===== config.mk =====
export PLATFORM = sky130hd
export DESIGN_NAME = pursuit_iteration_sequencer
export DESIGN_NICKNAME = d
export VERILOG_FILES = /design/src/rtl/pursuit_iteration_sequencer.sv
export SDC_FILE = /design/constraint.sdc
export NUM_CORES = 1
export LEC_CHECK = 0
export CORE_AREA = 3 3 166 119
export DETAILED_ROUTE_END_ITERATION = 10
export DIE_AREA = 0 0 169 122
export PLACE_DENSITY = 0.57
export SLEW_MARGIN = 30
export SYNTH_ARGS = -nofsm -noshare
export SYNTH_HDL_FRONTEND = slang
export SYNTH_SLANG_ARGS = --single-unit

===== constraint.sdc =====
create_clock -name clock -period 4.1 [get_ports clock]
set_input_delay 0.615 -clock clock [delete_from_list [all_inputs] [get_ports clock]]
set_output_delay 0.615 -clock clock [all_outputs]
set_load 0.01 [all_outputs]

===== src/rtl/pursuit_iteration_sequencer.sv =====
// pursuit_iteration_sequencer
//   Iteration controller for greedy pursuit engines (MP / OMP / CoSaMP).
//   A run is up to max_iter iterations. Each iteration steps through NUM_PHASES
//   phases. A phase is either timed (phase_cycles+1 RUN cycles) or handshaked
//   (it ends on phase_ack). A run can stop early on converged, or be cancelled
//   with abort.
//
//   Optional feature macro: PURSUIT_WATCHDOG_EN
//     defined   : a watchdog bounds each handshaked phase to WDOG_CYCLES cycles.
//                 On expiry the run returns to IDLE and pulses timeout and aborted.
//     undefined : there is no watchdog, timeout is tied low, and handshaked
//                 phases can wait forever.
//
//   state  | meaning
//   -------+-------------------------------------------------------------
//   IDLE   | waiting for start; configuration shadow registers hold last run
//   LAUNCH | first cycle of a phase; loads the phase down-counter
//   RUN    | phase body; timed = count down to 0, handshaked = wait for ack
//   NEXT   | end of iteration; bump iter_count, decide finish or next pass
//   FINISH | one-cycle done pulse, then back to IDLE

module pursuit_iteration_sequencer #(
   parameter int NUM_PHASES  = 4,
   parameter int CNT_W       = 16,
   parameter int ITER_W      = 8,
   parameter int WDOG_CYCLES = 4096
) (
   input  logic                           clock,
   input  logic                           reset,
   input  logic                           start,
   input  logic                           abort,
   input  logic [ITER_W-1:0]              max_iter,
   input  logic [NUM_PHASES*CNT_W-1:0]    phase_cycles,
   input  logic [NUM_PHASES-1:0]          phase_hs,
   input  logic                           phase_ack,
   input  logic                           converged,
   output logic                           busy,
   output logic                           phase_start,
   output logic [((NUM_PHASES > 1) ? $clog2(NUM_PHASES) : 1)-1:0] phase_idx,
   output logic [ITER_W-1:0]              iter_count,
   output logic                           done,
   output logic                           early_stop,
   output logic                           aborted,
   output logic                           timeout
);

   localparam int PIDX_W = (NUM_PHASES > 1) ? $clog2(NUM_PHASES) : 1;
   localparam logic [PIDX_W-1:0] LAST_PHASE = PIDX_W'(NUM_PHASES - 1);

   typedef enum logic [2:0] {
      S_IDLE   = 3'd0,
      S_LAUNCH = 3'd1,
      S_RUN    = 3'd2,
      S_NEXT   = 3'd3,
      S_FINISH = 3'd4
   } state_t;

   state_t state;
   state_t next_state;

   logic [ITER_W-1:0]           max_iter_q;
   logic [NUM_PHASES*CNT_W-1:0] phase_cycles_q;
   logic [NUM_PHASES-1:0]       phase_hs_q;
   logic [CNT_W-1:0]            cnt;
   logic [CNT_W-1:0]            cycles_arr [NUM_PHASES];

   logic              cur_hs;
   logic              phase_end;
   logic              in_run;
   logic              abort_hit;
   logic              finish_iter;
   logic              wdog_expire;
   logic [ITER_W-1:0] iter_inc;

   logic busy_d;
   logic phase_start_d;
   logic done_d;
   logic aborted_d;
   logic timeout_d;

   // unpack the captured per-phase counts so the current one can be indexed
   always_comb begin
      for (int i = 0; i < NUM_PHASES; i++) begin
         cycles_arr[i] = phase_cycles_q[i*CNT_W +: CNT_W];
      end
   end

   // per-cycle decision terms shared by next-state and datapath logic
   always_comb begin
      in_run      = (state == S_RUN);
      cur_hs      = phase_hs_q[phase_idx];
      phase_end   = in_run && (cur_hs ? phase_ack : (cnt == '0));
      abort_hit   = (state != S_IDLE) && abort;
      iter_inc    = iter_count + 1'b1;
      finish_iter = (iter_inc == max_iter_q) || converged;
   end

`ifdef PURSUIT_WATCHDOG_EN
   localparam int WD_W = (WDOG_CYCLES > 1) ? $clog2(WDOG_CYCLES) : 1;
   localparam logic [WD_W-1:0] WD_LAST = WD_W'(WDOG_CYCLES - 1);

   logic [WD_W-1:0] wdog_cnt;

   // watchdog: cleared at each phase launch, counts unacknowledged handshake cycles
   always_ff @(posedge clock or posedge reset) begin
      if (reset) begin
         wdog_cnt <= '0;
      end else if (state == S_LAUNCH) begin
         wdog_cnt <= '0;
      end else if (in_run && cur_hs && !phase_ack) begin
         wdog_cnt <= wdog_cnt + 1'b1;
      end
   end

   // expiry fires in the WDOG_CYCLES-th handshaked RUN cycle without ack
   always_comb begin
      wdog_expire = in_run && cur_hs && !phase_ack && (wdog_cnt == WD_LAST);
   end
`else
   // keeps the watchdog parameter referenced in builds without the watchdog
   logic unused_wdog;
   assign unused_wdog = ^WDOG_CYCLES;

   // no watchdog: handshaked phases wait indefinitely
   always_comb begin
      wdog_expire = 1'b0;
   end
`endif

   // state register
   always_ff @(posedge clock or posedge reset) begin
      if (reset) begin
         state <= S_IDLE;
      end else begin
         state <= next_state;
      end
   end

   // next-state logic; abort overrides every other transition
   always_comb begin
      next_state = state;
      case (state)
         S_IDLE: begin
            if (start) begin
               next_state = (max_iter == '0) ? S_FINISH : S_LAUNCH;
            end
         end
         S_LAUNCH: next_state = S_RUN;
         S_RUN: begin
            if (phase_end) begin
               next_state = (phase_idx == LAST_PHASE) ? S_NEXT : S_LAUNCH;
            end else if (wdog_expire) begin
               next_state = S_IDLE;
            end
         end
         S_NEXT:   next_state = finish_iter ? S_FINISH : S_LAUNCH;
         S_FINISH: next_state = S_IDLE;
         default:  next_state = S_IDLE;
      endcase
      if (abort_hit) begin
         next_state = S_IDLE;
      end
   end

   // output decode from the next state, registered below
   always_comb begin
      busy_d        = (next_state != S_IDLE);
      phase_start_d = (next_state == S_LAUNCH);
      done_d        = (next_state == S_FINISH);
      aborted_d     = abort_hit || wdog_expire;
      timeout_d     = wdog_expire;
   end

   // registered outputs
   always_ff @(posedge clock or posedge reset) begin
      if (reset) begin
         busy        <= 1'b0;
         phase_start <= 1'b0;
         done        <= 1'b0;
         aborted     <= 1'b0;
         timeout     <= 1'b0;
      end else begin
         busy        <= busy_d;
         phase_start <= phase_start_d;
         done        <= done_d;
         aborted     <= aborted_d;
         timeout     <= timeout_d;
      end
   end

   // configuration capture, phase counter, phase index and iteration bookkeeping
   always_ff @(posedge clock or posedge reset) begin
      if (reset) begin
         max_iter_q     <= '0;
         phase_cycles_q <= '0;
         phase_hs_q     <= '0;
         cnt            <= '0;
         phase_idx      <= '0;
         iter_count     <= '0;
         early_stop     <= 1'b0;
      end else if (abort_hit || wdog_expire) begin
         // cancelled runs keep iter_count so software can see how far they got
         phase_idx <= '0;
      end else begin
         case (state)
            S_IDLE: begin
               if (start) begin
                  max_iter_q     <= max_iter;
                  phase_cycles_q <= phase_cycles;
                  phase_hs_q     <= phase_hs;
                  phase_idx      <= '0;
                  iter_count     <= '0;
                  early_stop     <= 1'b0;
               end
            end
            S_LAUNCH: begin
               cnt <= cycles_arr[phase_idx];
            end
            S_RUN: begin
               if (!cur_hs && (cnt != '0)) begin
                  cnt <= cnt - 1'b1;
               end
               if (phase_end && (phase_idx != LAST_PHASE)) begin
                  phase_idx <= phase_idx + 1'b1;
               end
            end
            S_NEXT: begin
               iter_count <= iter_inc;
               if (finish_iter) begin
                  early_stop <= converged;
               end else begin
                  phase_idx <= '0;
               end
            end
            default: ;
         endcase
      end
   end

endmodule


==> results_dict.tcl, run 1 <==
set metrics [dict create \
    status "completed" \
    ff2ff_setup_slack_ps 1540 \
    grt_pass1_vias 4642 \
    wl_met1_mm 7.374 \
    drive_gt1_frac 0.08112 \
    synthArstFlopShare 1.000 \
    dieArea_um2 20620 \
    min-delay-start "phase_hs_q[1]$_DFFE_PP0P_" \
    cts_max_level 3 \
    path_class "register to register" \
    io_buffers 96 \
    layout_min_cycle_time_ps 2564 \
    cts_setup_buffers 0 \
    firstDrtPassIters 4 \
    gr-total-overflow 0 \
    max_freq_ghz 0.3899 \
    hp-class "register to register" \
    post-dp-hpwl_mm 10.61 \
    core_area_um2 18110 \
    ioPinCount 98 \
    crit_required_ps 4340 \
    arrival_ps 2810 \
    yosysWarningCount 0 \
    hold_violations 0 \
    grt.total_usage 0.1463 \
    path_max_fanout 22 \
    peakVddDrop_mv 0.2624 \
    synth_area_um2 5454 \
    ys_seq_area_frac 0.5047 \
    period_share 0.6255 \
    tightestPinTransition_ps 866.9 \
    wl_mm 14.72 \
    post-route-drc-count 0 \
    area_growth_pct 27.60 \
    rsz0062_at_grt "false" \
    end_kind "register" \
    hold-path-endpoint "phase_hs_q[1]$_DFFE_PP0P_" \
    cts_tree "done" \
    initialDrtViolationCount 188 \
    synth_flop_cell "dfrtp_1" \
    rows 41 \
    hold_path_depth 2 \
    avgSynthCellArea_um2 9.151 \
    yosysTopAreaCell "dfrtp_1" \
    highest_layer "met4" \
    cts_resized 0 \
    fin_nets 759 \
    grt_max_degree 73 \
    n_antenna_cell 0 \
    syn_nets 682 \
    gp_congestion 0.8364 \
    synth_most_common_cell "nand2_1" \
    clk_pin_slew_worst_paths_ps 70 \
    die_w_um 169 \
    synth-edff-count 0 \
    final_cell_count_no_fill 914 \
    synth_area_leaders "dfrtp_1, nand2_1, mux4_2" \
    yosysTopAreaCellShare 0.5047 \
    cts_root_buffer "clkbuf_16" \
    cts.sinks 110 \
    maxSlewHeadroom 0.4199 \
    slew_violations 0 \
    startpoint_type "register" \
    yosys-top-cells-count "nand2_1, dfrtp_1, o21ai_0, nor2_1, clkbuf_1" \
    grt_pass1_wl_mm 23.89 \
    ys_types 63 \
    post-place-cells 898 \
    wl_met2_mm 6.470 \
    start_util 0.3012 \
    drtAntennaViolNets 0 \
    ff2ff_path_depth 8 \
    via_count 4524 \
    power_per_cell_area_nw_per_um2 643.1 \
    clk_latency_ps 350 \
    die_h_um 122 \
    post_drt_via_cell_ratio 4.950 \
    cts_inserted_buffers 9 \
    total_power_mw 4.476 \
    p_leak_nw 3.132 \
    rr_startpoint "cnt[0]$_DFFE_PP0P_" \
    post_drt_wl_per_cell_um 16.11 \
    synthCells 596 \
    ys_seq_elements 110 \
    setup_violations 0 \
    hold_buffers 0 \
    clk_path_buf_depth 2 \
    setup_tns_ps 0 \
    fin_skew_ps 7.317 \
    r2r_end "cnt[14]$_DFFE_PP0P_" \
    dr_wl_met3_um 703 \
    antenna_found_initial 0 \
    cap_violations 0 \
]
power by group:
group / leakage [nW] / total [mW] / switching (mW) / internal (mW)
sequential: 1.38 / 1.87 / 0.324 / 1.55
clock: 0.165 / 0.992 / 0.404 / 0.588
combinational: 1.59 / 1.61 / 0.905 / 0.708
worst max-delay path by stage:
stage                                   from                        endpoint  slack [ps]  depth (start not counted)
after floorplan                        reset               aborted$_DFF_PP0_         580                          1
after global placement                 abort       iter_count[6]$_DFFE_PP0P_        1430                          5
after detailed placement               start  phase_cycles_q[28]$_DFFE_PP0P_        1480                          5
after CTS                 cnt[0]$_DFFE_PP0P_             cnt[14]$_DFFE_PP0P_        1540                          8
after global routing      cnt[0]$_DFFE_PP0P_             cnt[14]$_DFFE_PP0P_        1270                          8
final                     cnt[0]$_DFFE_PP0P_             cnt[14]$_DFFE_PP0P_        1540                          8
placed cells by master (no fill, tap or decap), types with 9 or more instances in the layout:
cell             netlist  final
a21oi_1               15     15
clkbuf_16              0      9
clkdlybuf4s50_1        0     96
dfrtp_1              110    110
mux4_2                17     17
nand2_1              245    244
nand3_1                9      9
nor2_1                23     23
nor3_1                12     12
o21ai_0               24     24
through the flow:
stage / utilization / instance area [um^2] / hold WS [ps] / setup slack [ps]
after floorplan: - / 5454 / 440.3 / 582.7
after global placement: 0.3651 / 6611 / 453.6 / 1434
after detailed placement: 0.3651 / 6611 / 459.4 / 1482
after CTS: 0.3840 / 6954 / 477.4 / 1537
after global routing: 0.3843 / 6959 / 496.8 / 1269
final: 0.3843 / 6959 / 474.9 / 1536
layout make-up:
type / instances / area (um^2)
Inverter: 7 / 28.78
Sequential cell: 110 / 2753
Multi-Input combinational cell: 444 / 2529
Timing Repair Buffer: 101 / 1011
Clock inverter: 4 / 76.32
Clock buffer: 12 / 266.5
Fill cell: 1817 / 11150
Tap cell: 236 / 295.3
cells by family after synthesis:
family / Yosys count / synth area share
AOI/OAI and AO/OA: 85 / 0.1039
xor gates and xnor gates: 10 / 0.01606
adders and majority gates: 4 / 0.009177
buffers and inverters: 42 / 0.03326
DFF: 110 / 0.5047
muxes: 20 / 0.07662
other: 1 / 0.0006876
and+or+nand+nor: 324 / 0.2556
per-layer routing:
metal,GRT usage,vias to the layer above
li1,-,2171
met1,0.2124,2211
met2,0.2192,131
met4,0.03751,0
met5,0,-
met3,0.03698,11
critical path, stage by stage, from the launching register on:
cell and delay (ps):
dfrtp_1 380, inv_1 140, ha_1 150, or4b_2 620
nor4_4 190, o31ai_1 130, nand2_1 510, nor2_1 130
o22a_1 200
sequential cells by signal (all words and copies together), names as in the netlist, 2 cells and up:
name,count
cnt,16
iter_count,8
max_iter_q,8
phase_cycles_q,64
phase_hs_q,4
phase_idx,2
state,3
Note: power is estimated with default switching activity, not from simulation.
==> inputs of run 2 (changes only) <==
- PLACE_DENSITY: 0.57 -> 0.59
- clock period: 4.1 -> 2.1 ns (I/O delays scaled with it)
==> results_dict.tcl, run 2 (same netlist as run 1, synthesis figures left out) <==
set metrics [dict create \
    regMostFlops "phase_cycles_q" \
    power_switching_mw 3.227 \
    grt_pass1_vias 4574 \
    arrival_ps 2380 \
    ff2ff_path_depth 6 \
    cap_violations 0 \
    multi_input_area_um2 2590 \
    drtAntennaViolNets 0 \
    max_freq_ghz 0.4709 \
    layout_min_cycle_time_ps 2124 \
    post-route-drc-count 0 \
    cts_inserted_buffers 9 \
    hold_violations 0 \
    dieArea_um2 20620 \
    p_leak_nw 3.396 \
    register_area_um2 2753 \
    maxSlewHeadroom 0.5904 \
    power.share.clock 0.210 \
    firstDrtPassIters 4 \
    via_count 4614 \
    reg_top3 "phase_cycles_q x64, cnt x16" \
    die_w_um 169 \
    ff2ff_setup_slack_ps -20 \
    seqPwrFrac 0.392 \
    end_kind "register" \
    sw_frac_of_total 0.3547 \
    crit_chain "or4_4, nor4_4, mux2i_4, o21ai_2, inv_2, a2111oi_4" \
    post-place-cells 944 \
    hp-class "input port to asynchronous set/reset pin" \
    cts_max_level 3 \
    grt.total_usage 0.1482 \
    nFillCells 1776 \
    clk_path_buf_depth 2 \
    cts.sinks 110 \
    io_buffers 96 \
    largest_reg_flops 64 \
    path_max_fanout 4 \
    hold_buffers 0 \
    critPathBufInv 1 \
    initialDrtViolationCount 272 \
    path_class "register to register" \
    grt_pass1_wl_mm 24.34 \
    r2r_end "phase_start$_DFF_PP0_" \
    cpPeakStageDelay_ps 560 \
    slew_violations 0 \
    crit_required_ps 2350 \
    cp_num_cells 6 \
    final_cell_mix "nand2_1, dfrtp_1, clkdlybuf4s50_1" \
    cts_root_buffer "clkbuf_16" \
    fin_nets 807 \
    ioPinCount 98 \
    n_antenna_cell 0 \
    tightestPinTransition_ps 612.2 \
    period_share 1.011 \
    gr-total-overflow 0 \
    p_int_mw 5.870 \
    rows 41 \
    gp_congestion 0.8300 \
    wl_mm 14.92 \
    rsz0062_at_grt "true" \
    layout_commonest_cell "nand2_1" \
    power_per_cell_area_nw_per_um2 1223 \
    crit_slowest_cell "or4_4" \
    pwr-share-comb 0.398 \
    post_drt_via_cell_ratio 4.796 \
    final_cell_count_no_fill 962 \
    grt_max_degree 73 \
    clk_latency_ps 350 \
    die_h_um 122 \
    clk_pin_slew_worst_paths_ps 70 \
    fin_skew_ps 9.320 \
    startpoint_type "register" \
    area_growth_pct 36.34 \
    drive_gt1_frac 0.1556 \
    core_area_um2 18110 \
    setup_violations 1 \
    finalWorstSetupSlack_ps -23.69 \
    status "finished, violations left" \
    rr_startpoint "cnt[9]$_DFFE_PP0P_" \
    cts_tree "done" \
    post-dp-hpwl_mm 10.73 \
    peakVddDrop_mv 0.5464 \
    total_power_mw 9.097 \
    path_delay_family "simple AND/OR/NAND/NOR gates" \
    post_drt_wl_per_cell_um 15.51 \
    failed_checks "negative setup slack" \
    start_util 0.3012 \
    antenna_found_initial 0 \
]
run 2: cell types whose count changed in the layout (fill, tap and decap cells not counted), sizes merged:
cell / delta
buf: +48
clkbuf: +1
clkinv: +1
inv: -2
run 2: area by class of cell:
type / instances / area share
flip-flops and latches: 110 / 0.3702
well taps: 236 / 0.03971
clock buffers: 13 / 0.03635
clock inverters: 3 / 0.008750
inverters: 7 / 0.004038
multi-input cells: 444 / 0.3483
repair buffers: 149 / 0.1927
run 2: power by group through the flow:
stage               Clock, mW  Combinational, mW  Sequential, mW
detailed placement          0               3.57            3.58
global placement            0               3.52            3.58
floorplan                   0               2.37            3.48
global route             2.05               4.06            3.69
finish                   1.91               3.62            3.57
CTS                      1.96               3.60            3.57
run 2: how the worst max path moves through the flow:
stage          slack, ps                 startpoint                  endpoint
6_report             -20         cnt[9]$_DFFE_PP0P_     phase_start$_DFF_PP0_
5_1_grt             -100         cnt[9]$_DFFE_PP0P_     phase_start$_DFF_PP0_
4_1_cts              -50  iter_count[4]$_DFFE_PP0P_     phase_start$_DFF_PP0_
3_5_place_dp         -50  iter_count[0]$_DFFE_PP0P_     phase_start$_DFF_PP0_
3_3_place_gp           4         cnt[0]$_DFFE_PP0P_  phase_idx[0]$_DFFE_PP0P_
2_1_floorplan         10  iter_count[0]$_DFFE_PP0P_    early_stop$_DFFE_PP0P_
run 2: stage by stage:
stage	utilization	worst slack [ps]	area (um^2)	hold slack, ps	TNS [ps]
after floorplan	-	12.92	5473	420.4	0
after global placement	0.3877	4.316	7020	454.2	0
after detailed placement	0.3877	-49.51	7020	458.3	-49.51
after CTS	0.4072	-53.42	7373	336.3	-90.43
after global routing	0.4106	-104.4	7436	365.0	-599.5
final	0.4106	-23.69	7436	328.9	-23.69
run 2: metal layers:
metal	global-route usage	up-vias	wire, um
li1	-	2272	-
met2	0.2121	101	6205
met1	0.2289	2229	7784
met5	0	-	0
met3	0.03633	12	800
met4	0.02585	0	129
run 2: repair_timing:
| item | 4_1_cts | 5_1_grt |
|---|---|---|
| cloned | 0 | 0 |
| endpoints found under the setup margin | 3 | 19 |
| hold endpoints to repair | 0 | 0 |
| pin swaps | 2 | 4 |
| setup buffers | 0 | 2 |
| resized for setup | 4 | 13 |
